File: config.mk
export PLATFORM = sky130hd
export DESIGN_NAME = alarm_sequencer
export DESIGN_NICKNAME = d
export VERILOG_FILES = /design/src/rtl/alarm_sequencer.sv
export SDC_FILE = /design/constraint.sdc
export NUM_CORES = 1
export LEC_CHECK = 0
export CAP_MARGIN = 20
export CORE_MARGIN = 5
export CORE_UTILIZATION = 30
export DETAILED_ROUTE_END_ITERATION = 8
export SYNTH_ARGS = -nofsm -noshare
export SYNTH_HDL_FRONTEND = slang
export SYNTH_SLANG_ARGS = --single-unit
File: constraint.sdc
create_clock -name clk -period 5.95 [get_ports clk]
set_input_delay 0.595 -clock clk [delete_from_list [all_inputs] [get_ports clk]]
set_output_delay 0.595 -clock clk [all_outputs]
set_load 0.03 [all_outputs]
File: src/rtl/alarm_sequencer.sv
// Keypad arm/disarm controller: assembles 4-digit codes, enforces wrong-code lockout,
// and sequences exit delay / armed / entry delay / alarm from the door and facility sensors.
module alarm_sequencer #(
  parameter logic [15:0] CODE           = 16'h0965,
  parameter int          EXIT_CYCLES    = 16,
  parameter int          ENTRY_CYCLES   = 16,
  parameter int          MAX_FAILS      = 3,
  parameter int          LOCKOUT_CYCLES = 32,
  parameter int          DIGIT_TIMEOUT  = 64
) (
  input  logic                               clk,
  input  logic                               rst,
  input  logic                               key_valid,
  input  logic [3:0]                         key_code,
  output logic                               key_ready,
  input  logic                               door_movement_detected,
  input  logic                               facility_movement_detected,
  output logic [2:0]                         state,
  output logic                               armed,
  output logic                               led,
  output logic                               alert_authorities,
  output logic                               lockout,
  output logic [$clog2(MAX_FAILS+1)-1:0]     fail_count
);

  localparam int DLY_MAX = (EXIT_CYCLES > ENTRY_CYCLES) ? EXIT_CYCLES : ENTRY_CYCLES;
  localparam int DW = $clog2(DLY_MAX + 1);
  localparam int LW = $clog2(LOCKOUT_CYCLES + 1);
  localparam int IW = $clog2(DIGIT_TIMEOUT + 1);
  localparam int FW = $clog2(MAX_FAILS + 1);

  localparam logic [DW-1:0] EXIT_LOAD  = DW'(EXIT_CYCLES);
  localparam logic [DW-1:0] ENTRY_LOAD = DW'(ENTRY_CYCLES);
  localparam logic [DW-1:0] DLY_ONE    = DW'(1);
  localparam logic [LW-1:0] LOCK_LOAD  = LW'(LOCKOUT_CYCLES);
  localparam logic [LW-1:0] LOCK_ONE   = LW'(1);
  localparam logic [IW-1:0] IDLE_LAST  = IW'(DIGIT_TIMEOUT - 1);
  localparam logic [IW-1:0] IDLE_ONE   = IW'(1);
  localparam logic [FW-1:0] FAIL_MAX   = FW'(MAX_FAILS);
  localparam logic [FW-1:0] FAIL_ONE   = FW'(1);

  typedef enum logic [2:0] {
    S_DISARMED    = 3'd0,
    S_EXIT_DELAY  = 3'd1,
    S_ARMED       = 3'd2,
    S_ENTRY_DELAY = 3'd3,
    S_ALARM       = 3'd4
  } state_e;

  state_e        state_q, state_d;
  logic [DW-1:0] dly_q, dly_d;
  logic [11:0]   digits_q, digits_d;
  logic [1:0]    cnt_q, cnt_d;
  logic [IW-1:0] idle_q, idle_d;
  logic [FW-1:0] fail_q, fail_d;
  logic [FW-1:0] fail_inc;
  logic          lockout_q, lockout_d;
  logic [LW-1:0] lock_tmr_q, lock_tmr_d;
  logic          key_ready_q, key_ready_d;
  logic          armed_q, armed_d;
  logic          led_q, led_d;
  logic          alert_q, alert_d;

  logic          accept;
  logic          code_done;
  logic          code_ok;
  logic          code_bad;

  assign accept    = key_valid && key_ready_q;
  assign code_done = accept && (cnt_q == 2'd3);
  assign code_ok   = code_done && ({digits_q, key_code} == CODE);
  assign code_bad  = code_done && ({digits_q, key_code} != CODE);
  assign fail_inc  = fail_q + FAIL_ONE;

  // Digit assembly; a stalled partial entry is dropped without counting as a failure.
  always_comb begin
    digits_d = digits_q;
    cnt_d    = cnt_q;
    idle_d   = idle_q;
    if (accept) begin
      idle_d = '0;
      if (cnt_q == 2'd3) begin
        digits_d = '0;
        cnt_d    = '0;
      end else begin
        digits_d = {digits_q[7:0], key_code};
        cnt_d    = cnt_q + 2'd1;
      end
    end else if (cnt_q != 2'd0) begin
      if (idle_q == IDLE_LAST) begin
        digits_d = '0;
        cnt_d    = '0;
        idle_d   = '0;
      end else begin
        idle_d = idle_q + IDLE_ONE;
      end
    end
  end

  always_comb begin
    fail_d     = fail_q;
    lockout_d  = lockout_q;
    lock_tmr_d = lock_tmr_q;
    if (lockout_q) begin
      if (lock_tmr_q == LOCK_ONE) begin
        lockout_d  = 1'b0;
        lock_tmr_d = '0;
      end else begin
        lock_tmr_d = lock_tmr_q - LOCK_ONE;
      end
    end
    if (code_ok) begin
      fail_d = '0;
    end else if (code_bad) begin
      if (fail_inc == FAIL_MAX) begin
        fail_d     = '0;
        lockout_d  = 1'b1;
        lock_tmr_d = LOCK_LOAD;
      end else begin
        fail_d = fail_inc;
      end
    end
    key_ready_d = !lockout_d;
  end

  // A correct code always wins over sensors and timer expiry.
  always_comb begin
    state_d = state_q;
    dly_d   = dly_q;
    case (state_q)
      S_DISARMED: begin
        if (code_ok) begin
          state_d = S_EXIT_DELAY;
          dly_d   = EXIT_LOAD;
        end
      end
      S_EXIT_DELAY: begin
        if (code_ok) begin
          state_d = S_DISARMED;
          dly_d   = '0;
        end else if (dly_q == DLY_ONE) begin
          state_d = S_ARMED;
          dly_d   = '0;
        end else begin
          dly_d = dly_q - DLY_ONE;
        end
      end
      S_ARMED: begin
        if (code_ok) begin
          state_d = S_DISARMED;
        end else if (facility_movement_detected) begin
          state_d = S_ALARM;
        end else if (door_movement_detected) begin
          state_d = S_ENTRY_DELAY;
          dly_d   = ENTRY_LOAD;
        end
      end
      S_ENTRY_DELAY: begin
        if (code_ok) begin
          state_d = S_DISARMED;
          dly_d   = '0;
        end else if (facility_movement_detected) begin
          state_d = S_ALARM;
          dly_d   = '0;
        end else if (dly_q == DLY_ONE) begin
          state_d = S_ALARM;
          dly_d   = '0;
        end else begin
          dly_d = dly_q - DLY_ONE;
        end
      end
      S_ALARM: begin
        if (code_ok) begin
          state_d = S_DISARMED;
        end
      end
      default: begin
        state_d = S_DISARMED;
        dly_d   = '0;
      end
    endcase
    armed_d = (state_d == S_ARMED) || (state_d == S_ENTRY_DELAY) || (state_d == S_ALARM);
    led_d   = (state_d != S_DISARMED);
    alert_d = (state_d == S_ALARM);
  end

  always_ff @(posedge clk or negedge rst) begin
    if (!rst) begin
      state_q     <= S_DISARMED;
      dly_q       <= '0;
      digits_q    <= '0;
      cnt_q       <= '0;
      idle_q      <= '0;
      fail_q      <= '0;
      lockout_q   <= 1'b0;
      lock_tmr_q  <= '0;
      key_ready_q <= 1'b0;
      armed_q     <= 1'b0;
      led_q       <= 1'b0;
      alert_q     <= 1'b0;
    end else begin
      state_q     <= state_d;
      dly_q       <= dly_d;
      digits_q    <= digits_d;
      cnt_q       <= cnt_d;
      idle_q      <= idle_d;
      fail_q      <= fail_d;
      lockout_q   <= lockout_d;
      lock_tmr_q  <= lock_tmr_d;
      key_ready_q <= key_ready_d;
      armed_q     <= armed_d;
      led_q       <= led_d;
      alert_q     <= alert_d;
    end
  end

  assign state             = state_q;
  assign key_ready         = key_ready_q;
  assign armed             = armed_q;
  assign led               = led_q;
  assign alert_authorities = alert_q;
  assign lockout           = lockout_q;
  assign fail_count        = fail_q;

endmodule

; Word-level counts from Yosys, hierarchy flattened
; Cells that the tools add are included.
[totals]
inputBits = 9
regBits = 42
word_cells = 95
output_inout_bits = 10
[classes]
eq_ne = 18
n_addsub = 5
n_mux = 44
bitwise = 1
n_reduce_logical = 15
[op_table]
columns = op, count
row1 = $mux W12, 4
row2 = $mux W5, 8
row3 = $mux W3, 10
row4 = $mux W6, 5
row5 = $pmux W5 S5, 1
row6 = $mux W7, 3
row7 = $eq A16 B12 Y1 const B, 1
row8 = $ne A16 B12 Y1 const B, 1
row9 = $pmux W3 S5, 1
row10 = $mux W2, 7
row11 = $eq A3 B2 Y1 const B, 4
row12 = $ne A2 B2 Y1 const B, 4
row13 = $reduce_bool A2 Y1, 4
row14 = $add A7 B1 Y7 const B, 1
row15 = $eq A7 B6 Y1 const B, 1
row16 = $eq A3 B3 Y1 const B, 2
row17 = $eq A6 B1 Y1 const B, 1
row18 = $sub A6 B1 Y6 const B, 1
row19 = $eq A5 B1 Y1 const B, 1
row20 = $mux W1, 5
row21 = $reduce_and A5 Y1, 1
row22 = $sub A5 B1 Y5 const B, 1
row23 = $add A2 B1 Y2 const B, 2
row24 = $eq A2 B2 Y1 const B, 2
row25 = 8 further kinds, 12

; Longest topological paths before layout
[logic_depth]
ltp_word = 8
depth_mapped = 7
depth_no_buf = 7

; Worst setup path before layout
; No wires, ideal clock.
[synth_timing]
path_type = input port to flip-flop
start = input port key_code[3]
end = register dly_q[4]
cell_stages = 5
arrival_time_ns = 2.191
slack_ns = 3.633
path_buffers = 0
setup_time_ns = 0.126
cell_sequence = or4b_4 > nor4_4 > nand2_1 > a41o_2 > a221o_1
[synth_between]
elab_chain_cells = 4
[synth_rtl]
columns = item, line_no
row1 = start: declaration, 14  ; input logic [3:0] key_code,
row2 = $eq A16 B12 Y1 (*), 71  ; assign code_ok = code_done && ({digits_q, key_code} == CODE);
row3 = $logic_and A1 B1 Y1 (*), 71
row4 = $mux W5 (tied with other cells), 159  ; if (code_ok) begin
row5 = $pmux W5 S5 / $reduce_and A5 Y1 (equally long branches), n/a
row6 = end signal: assignment, 203  ; dly_q <= dly_d;
row7 = end: declaration, 51  ; logic [DW-1:0] dly_q, dly_d;
; Every way passes the cells marked *; elsewhere a longest branch is shown, timed or not.
; A chain may end at the register's enable or synchronous reset.

; Final worst setup path
; Same ends and word-level chain as after synthesis.

==> summary.txt <==
Run status
  – Status: finished, final reports clean

Synth
  – Sequential share of the synthesized area: 51.5%
  – Avg Cell Area, Syn: 10.5 um^2
  – Syn nets: 210
  – #FFs+latches synth: 42
  – Netlist cell types: 42
  – Synth Cell Area: 2040 um^2
  – Post-synth EDFFs: 0
  – Top FF cell, synth: dfrtp_1
  – Async set-reset flop share out of synthesis: 100%
  – Syn. warnings: 0
  – Synth Instances: 194

Final layout
  – Most frequent cells in the layout: dfrtp_1 (42), clkdlybuf4s50_1 (17), nand2_1 (16), nor2_1 (15)
  – Final net count: 229
  – Commonest non-fill, non-tap cell in the layout: dfrtp_1
  – Number of fill cells: 678
  – Share of layout cells above drive strength 1: 9.35%
  – N_diodes: 0
  – Layout area overhead: 16.9%

Worst setup path
  – Required @ worst endpoint: 6120 ps
  – CP arrival: 2800 ps
  – Worst setup SP type: input pin
  – Max FO, Critical Path: 7
  – Kind of critical path: input pin to flip-flop
  – Worst Reg-to-Reg Cells: 5
  – Critical Path Sink Type: flip-flop

Die
  – Starting Density: 30.4%
  – Die W: 92.5 um
  – Die Ht: 92.5 um
  – Core Area: 6720 um^2
  – Die area: 8550 um^2
  – Rows: 30
  – # IOs: 19

Timing
  – Final Hold Fails: 0
  – Hold_ws: 450 ps
  – Max Freq: 381 MHz
  – Slew HR: 36.4%
  – Worst Tran Pin Value: 941 ps
  – Total Negative Setup Slacks: 0 ps
  – Unrepaired setup endpoints after global routing: false
  – Final period util: 44.1%
  – # setup viols final: 0
  – Slew Limit Fails: 0
  – Min Tclk post-route: 2620 ps
  – Skew final: 3.29 ps

Power and ir drop
  – PD cells: 366 nW/um^2
  – Max IR drop VDD: 0.227 mV
  – Switching component of the power: 293 uW
  – Leak Pwr: 0.00109 uW
  – Internal power: 579 uW
  – Seq pwr share: 48.9%
  – Switching Share: 33.6%
  – Comb pwr share: 29.5%
  – Clock power share: 21.5%

Routing
  – Wire length per cell: 12.9 um
  – Total Routed Length: 3790 um
  – Drt initial violations: 74
  – Via count: 1473
  – Via density: 5.01
  – First-pass iteration count of the detailed router: 4
  – # DRC: 0
  – ANT nets after route: 0

Clock network
  – CTS Buffer Depth: 2
  – PostCTS Resize Cnt: 0
  – CTS root buf: clkbuf_8
  – Post-CTS Setup Inserts: 0
  – # hold bufs at CTS: 0
  – Worst skew pair latency: 290 ps
  – Clk slew on worst S/H paths: 80 ps
  – CTS tree: built
  – H-tree lvl count: 2
  – CTS Buf Count: 5
  – Clk sinks: 42

GRT
  – Total track usage: 9.39%
  – Number of global-route vias before repair: 1420
  – Total grt overflow: 0
  – First-pass GRT wire length: 6540 um
  – Initial antenna violation count: 0
  – Largest net degree at the start of global routing: 43

Run
  – Max-cap viol count: 0

Place
  – Routability-driven placement congestion ratio: 0.772
  – Hpwl dp: 2640 um
  – I/O Buffers: 18

Worst hold path
  – Hold Path Class: input pin to async pin
[power groups by stage]
stage               registers [uW]  clock network, uW  logic, uW
CTS                            427                196        262
detailed placement             432                  0        262
global placement               432                  0        255
global route                   438                208        291
floorplan                      435                  0        178
finish                         427                188        257
[cell families (layout without fill, tap and decap cells)]
| logic type | Yosys count | in the layout | synth area share [%] |
|---|---|---|---|
| buf+inv | 13 | 33 | 2.39 |
| fa+ha+maj | 7 | 7 | 4.29 |
| simple gates | 79 | 79 | 21.7 |
| mux | 2 | 2 | 1.10 |
| compound gates | 44 | 44 | 16.0 |
| xor+xnor | 7 | 7 | 3.01 |
| flops | 42 | 42 | 51.5 |
[per-stage QoR]
step	total power (uW)	area, um^2	cells	worst slack, ps	utilization (%)
5_1_grt	937	2380	294	3230	35.5
2_1_floorplan	613	2040	194	3630	-
3_3_place_gp	687	2290	286	3040	34.1
6_report	872	2380	294	3330	35.5
3_5_place_dp	694	2290	286	3000	34.1
4_1_cts	885	2380	294	3330	35.5
[path summary, 6_finish.rpt]
kind / startpoint / to / slack, ps
min in group clk: idle_q[6] / idle_q[6] / 510
hold reg to reg: idle_q[6] / idle_q[6] / 510
setup reg to reg: digits_q[0] / dly_q[4] / 3630
setup / recovery: key_code[3] / dly_q[4] / 3330
hold / removal: rst / idle_q[2] / 450
max in group asynchronous: rst / lock_tmr_q[2] / 4910
[per-layer routing]
| layer | global-route usage (%) | wire [um] | part of all wire, % |
|---|---|---|---|
| met1 | 13.0 | 1950 | 51 |
| met3 | 2.84 | 213 | 5.6 |
| met2 | 14.0 | 1590 | 42 |
| met5 | 0 | 0 | 0 |
| met4 | 2.97 | 34 | 0.90 |
[cell type report]
cell class | instances | area [um^2] | area share [%]
flip-flops and latches | 42 | 1050 | 44.1
multi-input cells | 139 | 940 | 39.4
well taps | 80 | 100 | 4.20
repair buffers | 18 | 175 | 7.35
clock buffers | 7 | 86.3 | 3.62
inverters | 7 | 26.3 | 1.10
clock inverters | 1 | 5.00 | 0.210
[synth_stat cells (3+ instances only)]
cell / n / area [um^2]
xnor2_1: 5 / 43.8
o21ai_0: 3 / 15.0
clkbuf_1: 5 / 18.8
nor3_1: 9 / 45.0
o21a_1: 4 / 30.0
nor2b_1: 4 / 25.0
nand2_1: 16 / 60.1
inv_1: 7 / 26.3
and2_1: 6 / 37.5
nor2_1: 15 / 56.3
ha_1: 7 / 87.6
nor3b_1: 3 / 22.5
a22o_1: 13 / 114
a21oi_1: 13 / 65.1
dfrtp_1: 42 / 1050
nand3_1: 8 / 40.0
[worst max-delay path, cell delays in order]
cell and delay [ps]:
clkdlybuf4s50_1 420, or4b_4 530, nor4_4 450, nand2_1 250
a41o_2 290, a221o_1 250
[sequential cells by signal (all words and copies together), names as in the netlist]
name / flops
fail_count: 2
cnt_q: 2
idle_q: 7
armed: 1
lockout: 1
digits_q: 12
alert_authorities: 1
dly_q: 5
led: 1
state: 3
key_ready: 1
lock_tmr_q: 6
(Power assumes the default switching activity.)
